<file path="config.mk">
export PLATFORM = sky130hd
export DESIGN_NAME = cmp_share_arbiter
export DESIGN_NICKNAME = d
export VERILOG_FILES = /design/src/rtl/cmp_pkg.sv /design/src/rtl/cmp_core.sv /design/src/rtl/cmp_share_arbiter.sv
export SDC_FILE = /design/constraint.sdc
export NUM_CORES = 1
export LEC_CHECK = 0
export ABC_AREA = 1
export CELL_PAD_IN_SITES_DETAIL_PLACEMENT = 0
export CELL_PAD_IN_SITES_GLOBAL_PLACEMENT = 2
export CORE_MARGIN = 8
export CORE_UTILIZATION = 19
export DETAILED_ROUTE_END_ITERATION = 10
export PLACE_DENSITY = 0.77
export SYNTH_ARGS = -nofsm -noshare
export SYNTH_HDL_FRONTEND = slang
export SYNTH_HIERARCHICAL = 1
export SYNTH_SLANG_ARGS = --single-unit
</file>
<file path="constraint.sdc">
create_clock -name clk -period 5.2 [get_ports clk]
set_clock_uncertainty 0.05 [all_clocks]
set_input_delay 1.3 -clock clk [delete_from_list [all_inputs] [get_ports clk]]
set_output_delay 1.3 -clock clk [all_outputs]
set_load 0.01 [all_outputs]
</file>
<file path="src/rtl/cmp_pkg.sv">
// Shared types for the compare-share arbiter: result-slot FSM states, compare outcome,
// statistics counter width and a saturating increment helper.
package cmp_pkg;

    typedef enum logic {
        EMPTY = 1'b0,
        FULL  = 1'b1
    } cmp_state_t;

    typedef enum logic [1:0] {
        EQ = 2'd0,
        GT = 2'd1,
        LT = 2'd2
    } cmp_res_t;

    localparam int unsigned CMP_STAT_W = 16;

    function automatic logic [CMP_STAT_W-1:0] sat_inc(input logic [CMP_STAT_W-1:0] v);
        return (&v) ? v : v + 1'b1;
    endfunction

endpackage

</file>
<file path="src/rtl/cmp_core.sv">
// Combinational signed three-way compare of two WIDTH-bit operands.
module cmp_core
    import cmp_pkg::*;
#(
    parameter int WIDTH = 8
) (
    input  logic [WIDTH-1:0] i_a,
    input  logic [WIDTH-1:0] i_b,
    output cmp_res_t         o_res
);

    // One extra bit keeps the difference of the extreme operands from wrapping.
    logic [WIDTH:0] w_diff;

    assign w_diff = {i_a[WIDTH-1], i_a} - {i_b[WIDTH-1], i_b};

    always_comb begin
        o_res = GT;
        if (w_diff == '0) begin
            o_res = EQ;
        end else if (w_diff[WIDTH]) begin
            o_res = LT;
        end
    end

endmodule

</file>
<file path="src/rtl/cmp_share_arbiter.sv">
// Round-robin arbiter sharing one signed comparator among NREQ requesters, with a
// single registered result slot. Define CMP_SHARE_STATS_EN to add saturating result counters.
module cmp_share_arbiter
    import cmp_pkg::*;
#(
    parameter int WIDTH = 8,
    parameter int NREQ  = 4
) (
    input  logic                    clk,
    input  logic                    rst,
    input  logic [NREQ-1:0]         req,
    input  logic [NREQ*WIDTH-1:0]   a_bus,
    input  logic [NREQ*WIDTH-1:0]   b_bus,
    output logic [NREQ-1:0]         gnt,
    output logic                    res_valid,
    input  logic                    res_ready,
    output logic [$clog2(NREQ)-1:0] res_id,
    output logic                    res_equal,
    output logic                    res_greater,
    output logic                    res_lower
`ifdef CMP_SHARE_STATS_EN
   ,output logic [CMP_STAT_W-1:0]   cnt_eq,
    output logic [CMP_STAT_W-1:0]   cnt_gt,
    output logic [CMP_STAT_W-1:0]   cnt_lt
`endif
);

    localparam int IDW = $clog2(NREQ);

    cmp_state_t     r_state;
    logic [IDW-1:0] r_ptr;
    logic [IDW-1:0] r_id;
    logic           r_eq;
    logic           r_gt;
    logic           r_lt;

    logic [IDW-1:0]   w_idx;
    logic [IDW-1:0]   w_cand;
    logic [IDW-1:0]   w_ptr_nxt;
    logic             w_found;
    logic             w_grant;
    logic [NREQ-1:0]  w_gnt;
    logic [WIDTH-1:0] w_a;
    logic [WIDTH-1:0] w_b;
    cmp_res_t         w_cmp;
    int               w_j;

    // Scan from the top down so the last hit is the first set bit at or above r_ptr.
    always_comb begin
        w_idx   = '0;
        w_cand  = '0;
        w_found = 1'b0;
        w_j     = 0;
        for (int k = NREQ - 1; k >= 0; k--) begin
            w_j = int'(r_ptr) + k;
            if (w_j >= NREQ) begin
                w_j = w_j - NREQ;
            end
            w_cand = IDW'(w_j);
            if (req[w_cand]) begin
                w_found = 1'b1;
                w_idx   = w_cand;
            end
        end
        w_a = '0;
        w_b = '0;
        for (int k = 0; k < NREQ; k++) begin
            if (w_idx == IDW'(k)) begin
                w_a = a_bus[k*WIDTH +: WIDTH];
                w_b = b_bus[k*WIDTH +: WIDTH];
            end
        end
    end

    // A grant needs a free slot: empty now, or being consumed on this edge.
    assign w_grant   = w_found && !rst && ((r_state == EMPTY) || res_ready);
    assign w_ptr_nxt = (w_idx == IDW'(NREQ - 1)) ? '0 : w_idx + 1'b1;

    always_comb begin
        w_gnt        = '0;
        w_gnt[w_idx] = w_grant;
    end

    cmp_core #(
        .WIDTH (WIDTH)
    ) u_cmp_core (
        .i_a   (w_a),
        .i_b   (w_b),
        .o_res (w_cmp)
    );

    always_ff @(posedge clk) begin
        if (rst) begin
            r_state <= EMPTY;
            r_ptr   <= '0;
            r_id    <= '0;
            r_eq    <= 1'b0;
            r_gt    <= 1'b0;
            r_lt    <= 1'b0;
        end else begin
            if (w_grant) begin
                r_ptr <= w_ptr_nxt;
                r_id  <= w_idx;
                r_eq  <= (w_cmp == EQ);
                r_gt  <= (w_cmp == GT);
                r_lt  <= (w_cmp == LT);
            end
            unique case (r_state)
                EMPTY: begin
                    if (w_grant) begin
                        r_state <= FULL;
                    end
                end
                FULL: begin
                    if (res_ready && !w_grant) begin
                        r_state <= EMPTY;
                        r_eq    <= 1'b0;
                        r_gt    <= 1'b0;
                        r_lt    <= 1'b0;
                    end
                end
                default: r_state <= EMPTY;
            endcase
        end
    end

    assign gnt         = w_gnt;
    assign res_valid   = (r_state == FULL);
    assign res_id      = r_id;
    assign res_equal   = r_eq;
    assign res_greater = r_gt;
    assign res_lower   = r_lt;

`ifdef CMP_SHARE_STATS_EN
    logic                  w_consume;
    logic [CMP_STAT_W-1:0] r_cnt_eq;
    logic [CMP_STAT_W-1:0] r_cnt_gt;
    logic [CMP_STAT_W-1:0] r_cnt_lt;

    assign w_consume = (r_state == FULL) && res_ready;

    always_ff @(posedge clk) begin
        if (rst) begin
            r_cnt_eq <= '0;
            r_cnt_gt <= '0;
            r_cnt_lt <= '0;
        end else if (w_consume) begin
            if (r_eq) r_cnt_eq <= sat_inc(r_cnt_eq);
            if (r_gt) r_cnt_gt <= sat_inc(r_cnt_gt);
            if (r_lt) r_cnt_lt <= sat_inc(r_cnt_lt);
        end
    end

    assign cnt_eq = r_cnt_eq;
    assign cnt_gt = r_cnt_gt;
    assign cnt_lt = r_cnt_lt;
`endif

endmodule
</file>
# == Word level (Yosys, flattened, before mapping) ==
# Cells that the tools add are included.
# classes
n_lt_le_gt_ge,10
reduce_logical,10
muxes,45
n_addsub,9
bitwise,2
n_eq_ne,5
# ops
cell,count
8-bit 2-to-1 mux,8
2-bit 2-to-1 mux,11
1-bit 2-to-1 mux,20
2-bit by 3-bit less-than comparator with 1-bit output (second input constant),5
3-bit >= comparator (second input constant),3
9-bit zero test,1
8-bit by 8-bit subtractor with 9-bit output,1
1-bit binary-select mux with 2-bit select,4
2-bit by 1-bit subtractor with 2-bit output (second input constant),4
2-bit by 2-bit adder with 3-bit output (second input constant),2
2-bit == test (second input constant),3
4-bit bitwise AND,1
2-bit by 1-bit == test with 1-bit output (second input constant),2
1-bit logical AND,4
2-bit zero test,2
2-bit by 1-bit adder with 3-bit output (second input constant),1
2-bit by 3-bit >= comparator with 1-bit output (second input constant),1
2-bit by 1-bit adder with 2-bit output (second input constant),1
1-bit demux with 2-bit select,1
2-bit by 1-bit >= comparator with 1-bit output (second input constant),1
1-bit zero test,2
1-bit case mux with 2 select lines,1
1-bit logical OR,1
1-bit inverter,1
# word_totals
regBits,8
inputBits,71
output_inout_bits,10

# == Depth between registers and ports, before layout ==
# depth
ltp_word,21
ltp_mapped,34
depth_no_buf,32

# == Modules after synthesis ==
# Netlist, hierarchy kept.
# modules_own_cells
module,area_per_inst_um2,n_inst,cells_per_inst,seq_area_each_um2
cmp_share_arbiter,1086.0,1,185,160.2
cmp_core,490.5,1,88,0.0

# == Worst setup path before layout ==
# No wires, ideal clock.
# synth_path
kind,input-to-reg
from,input port req[0]
to,register r_lt (netlist: res_lower)
path_slack_ps,588
arrival_time_ps,4491
t_required_ps,5080
setup_time_ps,70
path_stages,31
path_cell_list,nand2_1 -> nand2_2 -> nand2_1 -> nand2_2 -> nor2_4 -> o21ai_0 -> nand2_1 -> nand2_1 -> nand2_1 -> inv_1 -> ha_1 -> clkbuf_1 -> clkinv_1 -> clkbuf_1 -> nor2_1 -> o31ai_1 -> inv_1 -> ha_1 -> inv_2 -> fa_1 -> inv_1 -> nand2_1 -> nor2_1 -> nand2_1 -> nor2_1 -> nand2_1 -> nor2_1 -> a21oi_2 -> nor2_1 -> nand2_1 -> a21oi_1
# synth_via
elab_chain_len,18
# synth_lines
item,line_no,source
from (decl),cmp_share_arbiter.sv:11,"input logic [NREQ-1:0] req,"
1-bit binary-select mux with 2-bit select,cmp_share_arbiter.sv:60,if (req[w_cand]) begin
1-bit 2-to-1 mux (implied by the code),cmp_share_arbiter.sv:60,
2-bit 2-to-1 mux (3 in a row),cmp_share_arbiter.sv:60,
2-bit 2-to-1 mux (*),cmp_share_arbiter.sv:60,
via w_idx[1],cmp_share_arbiter.sv:37,logic [IDW-1:0] w_idx;
2-bit zero test,cmp_share_arbiter.sv:68,if (w_idx == IDW'(k)) begin
8-bit 2-to-1 mux (3 in a row),cmp_share_arbiter.sv:68,
8-bit 2-to-1 mux (*),cmp_share_arbiter.sv:68,
via w_a[0],cmp_share_arbiter.sv:43,logic [WIDTH-1:0] w_a;
8-bit by 8-bit subtractor with 9-bit output (*),cmp_core.sv:15,"assign w_diff = {i_a[WIDTH-1], i_a} - {i_b[WIDTH-1], i_b};"
9-bit zero test or 2-bit 2-to-1 mux (tied branches),"cmp_core.sv:19, cmp_core.sv:21",
2-bit 2-to-1 mux (*),cmp_core.sv:19,if (w_diff == '0) begin
via w_cmp[0],cmp_share_arbiter.sv:45,cmp_res_t w_cmp;
2-bit == test (*),cmp_share_arbiter.sv:106,r_lt <= (w_cmp == LT);
1-bit 2-to-1 mux (*),cmp_share_arbiter.sv:101,if (w_grant) begin
1-bit 2-to-1 mux,cmp_share_arbiter.sv:115,if (res_ready && !w_grant) begin
1-bit 2-to-1 mux (*),cmp_share_arbiter.sv:108,unique case (r_state)
to (signal assigned),cmp_share_arbiter.sv:106,
to (decl),cmp_share_arbiter.sv:35,logic r_lt;
# The timed path passes the listed nets; every way through them passes the cells marked *. The select of a mux whose other input is x is not followed.
# A chain may end at the register's enable or synchronous reset.

# == Worst setup path after layout ==
# layout_path
from,input port req[1]
to,output port gnt[2]
# layout_via
elab_chain_len,11
# layout_lines
item,line_no,source
1-bit binary-select mux with 2-bit select,cmp_share_arbiter.sv:60,
1-bit 2-to-1 mux (implied by the code),cmp_share_arbiter.sv:60,
2-bit 2-to-1 mux (3 in a row),cmp_share_arbiter.sv:60,
2-bit 2-to-1 mux (*),cmp_share_arbiter.sv:60,
via w_idx[1],cmp_share_arbiter.sv:37,
2-bit by 3-bit less-than comparator with 1-bit output (implied by the code) or 2-bit by 1-bit >= comparator with 1-bit output (tied branches),cmp_share_arbiter.sv:81,w_gnt[w_idx] = w_grant;
1-bit logical AND (implied by the code),cmp_share_arbiter.sv:81,
1-bit 2-to-1 mux (implied by the code),cmp_share_arbiter.sv:81,
1-bit demux with 2-bit select (*),cmp_share_arbiter.sv:81,
4-bit bitwise AND (no line) (*),--,
to (decl),cmp_share_arbiter.sv:14,"output logic [NREQ-1:0] gnt,"
# Marked as above.

==> impl_results.md <==
- Most used cell, CP: nand2_2
- Via count: 1972
- DR pass1 iterations: 4
- Fmax: ~0.20 GHz
- CP bufs+invs: 4
- Initial Util: 0.194
- RSZ-0062 raised after global routing: no
- Synth area leader: nand2_1
- Sequential Area: 160 um^2
- Tcrit/Tclk final: 0.953
- Ant. Diodes: 0
- Met3 demand-to-capacity share in global routing: 0.0114
- First-pass GRT wire length: 9930 um
- Top Ports: a little over 80
- Number of global-route vias before repair: 2092
- LEAKAGE: approximately 1.2 nW
- Gr ovfl total: 0
- Setup TNS: 0 ns
- Fill cells: 875
- CP Capture Type: primary output
- Worst-margin pin slew: 0.405 ns
- Synth cell types: 27
- Critical Path, Cell by Cell: clkdlybuf4s50_1 > nand2_2 > nand2_2 > nand2_1 > nand2_2 > nor2_4 > o21ai_0 > nand2_1 > nand2_1 > nand2_2 > inv_1 > ha_2 > clkinvlp_4 > nor2_1 > clkdlybuf4s50_1
- CTS Buf Count: 3
- DRT antenna net count: 0
- Die X: roughly 110 um
- DRC Markers: 0
- Multi-input logic area: 1240 um^2
- Final #Nets: 443
- Worst Hold Class: reg -> reg
- Root buffer cell: clkbuf_8
- Clock Sinks: 8
- Mean area per synthesized cell: 5.77 um^2
- Largest net degree at the start of global routing: 25
- Total track usage: 0.105
- CTS tree: yes
- Endpoints failing setup: 0
- Slew Viols, Final: 0
- CTS Buffer Depth: 2
- VDD IR max: 0.000203 V
- Core ar.: 8130 um^2
- Syn Inst Count: between 200 and 300
- Max-slew headroom: 0.730
- Worst-Skew Late Latency: 0.22 ns
- Area Growth Syn to Fin: 69.7%
- Chip Height: 107 um
- DP Wirelength: between 5000 and 6000 um
- Clk slew on worst S/H paths: around 0.04 ns
- CP Launch Type: primary input
- CTS Hold Bufs: 0
- Synth area leaders: nand2_1 19%, dfxtp_1 10%, ha_1 9.5%
- Routed wire per std cell: 13.0 um
- Initial DRC count: 57
- Die area: about 11000 um^2
- I/O Buffers: 80
- Critical path type: in -> out
- Synth top area share: 0.193
- Met2 Use GR: 0.219
- Net Count, Synth: 357
- CP Data Required Time: 3.85 ns
- Power, Total: 1.72 mW
- Final Hold Fails: 0
- Initial antenna violation count: 0
- Crit path max-delay family: buffers and inverters
- Fin crit period: 4.96 ns
- Synth Register Bits: 8
- M1 GR Usage: 0.109
- Htree depth: 1
- Critical path arrival: 3.61 ns
- Post-synth design cell area: between 1500 and 2000 um^2
- Layout cells sized above 1: 0.168
- Outcome: finished, final reports clean
- Slowest stage cell on the critical path: clkdlybuf4s50_1
- GPL Wtd Cong: 0.767
- CP max stage delay: ~0.56 ns
- Row Count: 33
- Yosys warning count: 6
- Most Crowded Layer GR: met2
- Via/cell ratio: 4.27
- Max-Cap Viols: 0
- Crit Path Max Fanout: 8
- Sequential fraction of the synthesis area: 0.102
- Pwr Density: 645 nW/um^2
- Wirelength, routed: 6010 um
cell type report:
type / instances / area share
clock buffer: 3 / 0.0154
tap: 105 / 0.0491
timing repair buffer: 93 / 0.344
sequential: 8 / 0.0599
inverter: 45 / 0.0664
multi-input combinational: 208 / 0.465
power by group:
group	switching, mW	total, mW	internal [mW]	leakage (nW)
registers	0.0142	0.0924	0.0783	0.0660
clock network	0.0222	0.0722	0.0500	0.0216
logic	0.907	1.56	0.652	1.12
total	0.944	1.72	0.780	1.20
flip-flops by register name, summed over array words and instances, names as in the netlist:
| signal | cells |
|---|---|
| res_lower | 1 |
| res_equal | 1 |
| res_valid | 1 |
| res_greater | 1 |
| r_ptr | 2 |
| res_id | 2 |
stage by stage:
stage | setup WS, ns | hold WS [ns] | util | instance area [um^2] | cells
final | 0.242 | 0.421 | 0.329 | 2680 | 462
after CTS | 0.125 | 0.427 | 0.316 | 2570 | 459
after detailed placement | 0.0549 | 0.422 | 0.311 | 2530 | 456
after floorplan | 0.588 | 0.437 | - | 1580 | 273
after global placement | 0.00649 | 0.411 | 0.311 | 2530 | 456
after global routing | 0.0371 | 0.451 | 0.329 | 2680 | 462
cells in the final DEF (no fill, tap or decap), drive strengths merged:
master         count
a21oi             10
clkbuf             3
ha                12
nand3             16
clkinv             1
nor3               1
buf               13
inv               43
dfxtp              8
clkinvlp           1
o31ai             16
nor2              35
fa                 1
or2                1
o21ai              7
a221oi            16
nand2             93
clkdlybuf4s50     79
dlymetal6s2s       1
worst paths after layout:
path              depth (start not counted)        start          end  slack (ns)
setup / recovery                         15       req[1]       gnt[2]        0.24
hold / removal                            2  res_greater  res_greater        0.42
setup reg to reg                         31     r_ptr[0]    res_lower        1.27
hold reg to reg                           2  res_greater  res_greater        0.42
repair_timing:
item / in CTS / in global routing
setup endpoints to repair: 0 / 4
gates resized for setup: 0 / 22
buffers inserted: 0 / 3
logic make-up after synthesis:
kind of cell / after synthesis / share of synthesized area
AO/OA/AOI/OAI: 49 / 0.233
adder cells (fa/ha/maj): 13 / 0.108
buffers and inverters: 57 / 0.152
flip-flops: 8 / 0.102
AND/OR/NAND/NOR: 146 / 0.406
synthesized netlist by cell type:
cell type	n
nor2_1	31
fa_1	1
nand2_1	81
nor2_2	3
nor2_4	1
nand3_1	13
clkbuf_1	8
nand2_4	1
dfxtp_1	8
buf_4	1
inv_1	40
o21ai_0	7
a221oi_1	16
buf_2	1
buf_6	2
clkinv_1	2
a21oi_2	3
nand3_2	3
inv_2	2
o31ai_1	16
ha_1	12
or2_4	1
inv_6	1
a21oi_1	6
nand2_2	11
a21oi_4	1
nor3_1	1
per-layer routing:
layer / wire, um / up-vias
li1: - / 1059
met1: 2460 / 872
met2: 3320 / 35
met3: 176 / 6
met4: 51 / 0
met5: 0 / -
worst reg2reg max path: cells and delay by family (launching register included):
kind                     cells  cell delay (ns)
AND/OR/NAND/NOR             17             1.42
AO/OA/AOI/OAI                5             0.61
buffers and inverters        6             0.48
flip-flops                   1             0.56
adder cells (fa/ha/maj)      3             0.76
Note: power is estimated with default switching activity, not from simulation.
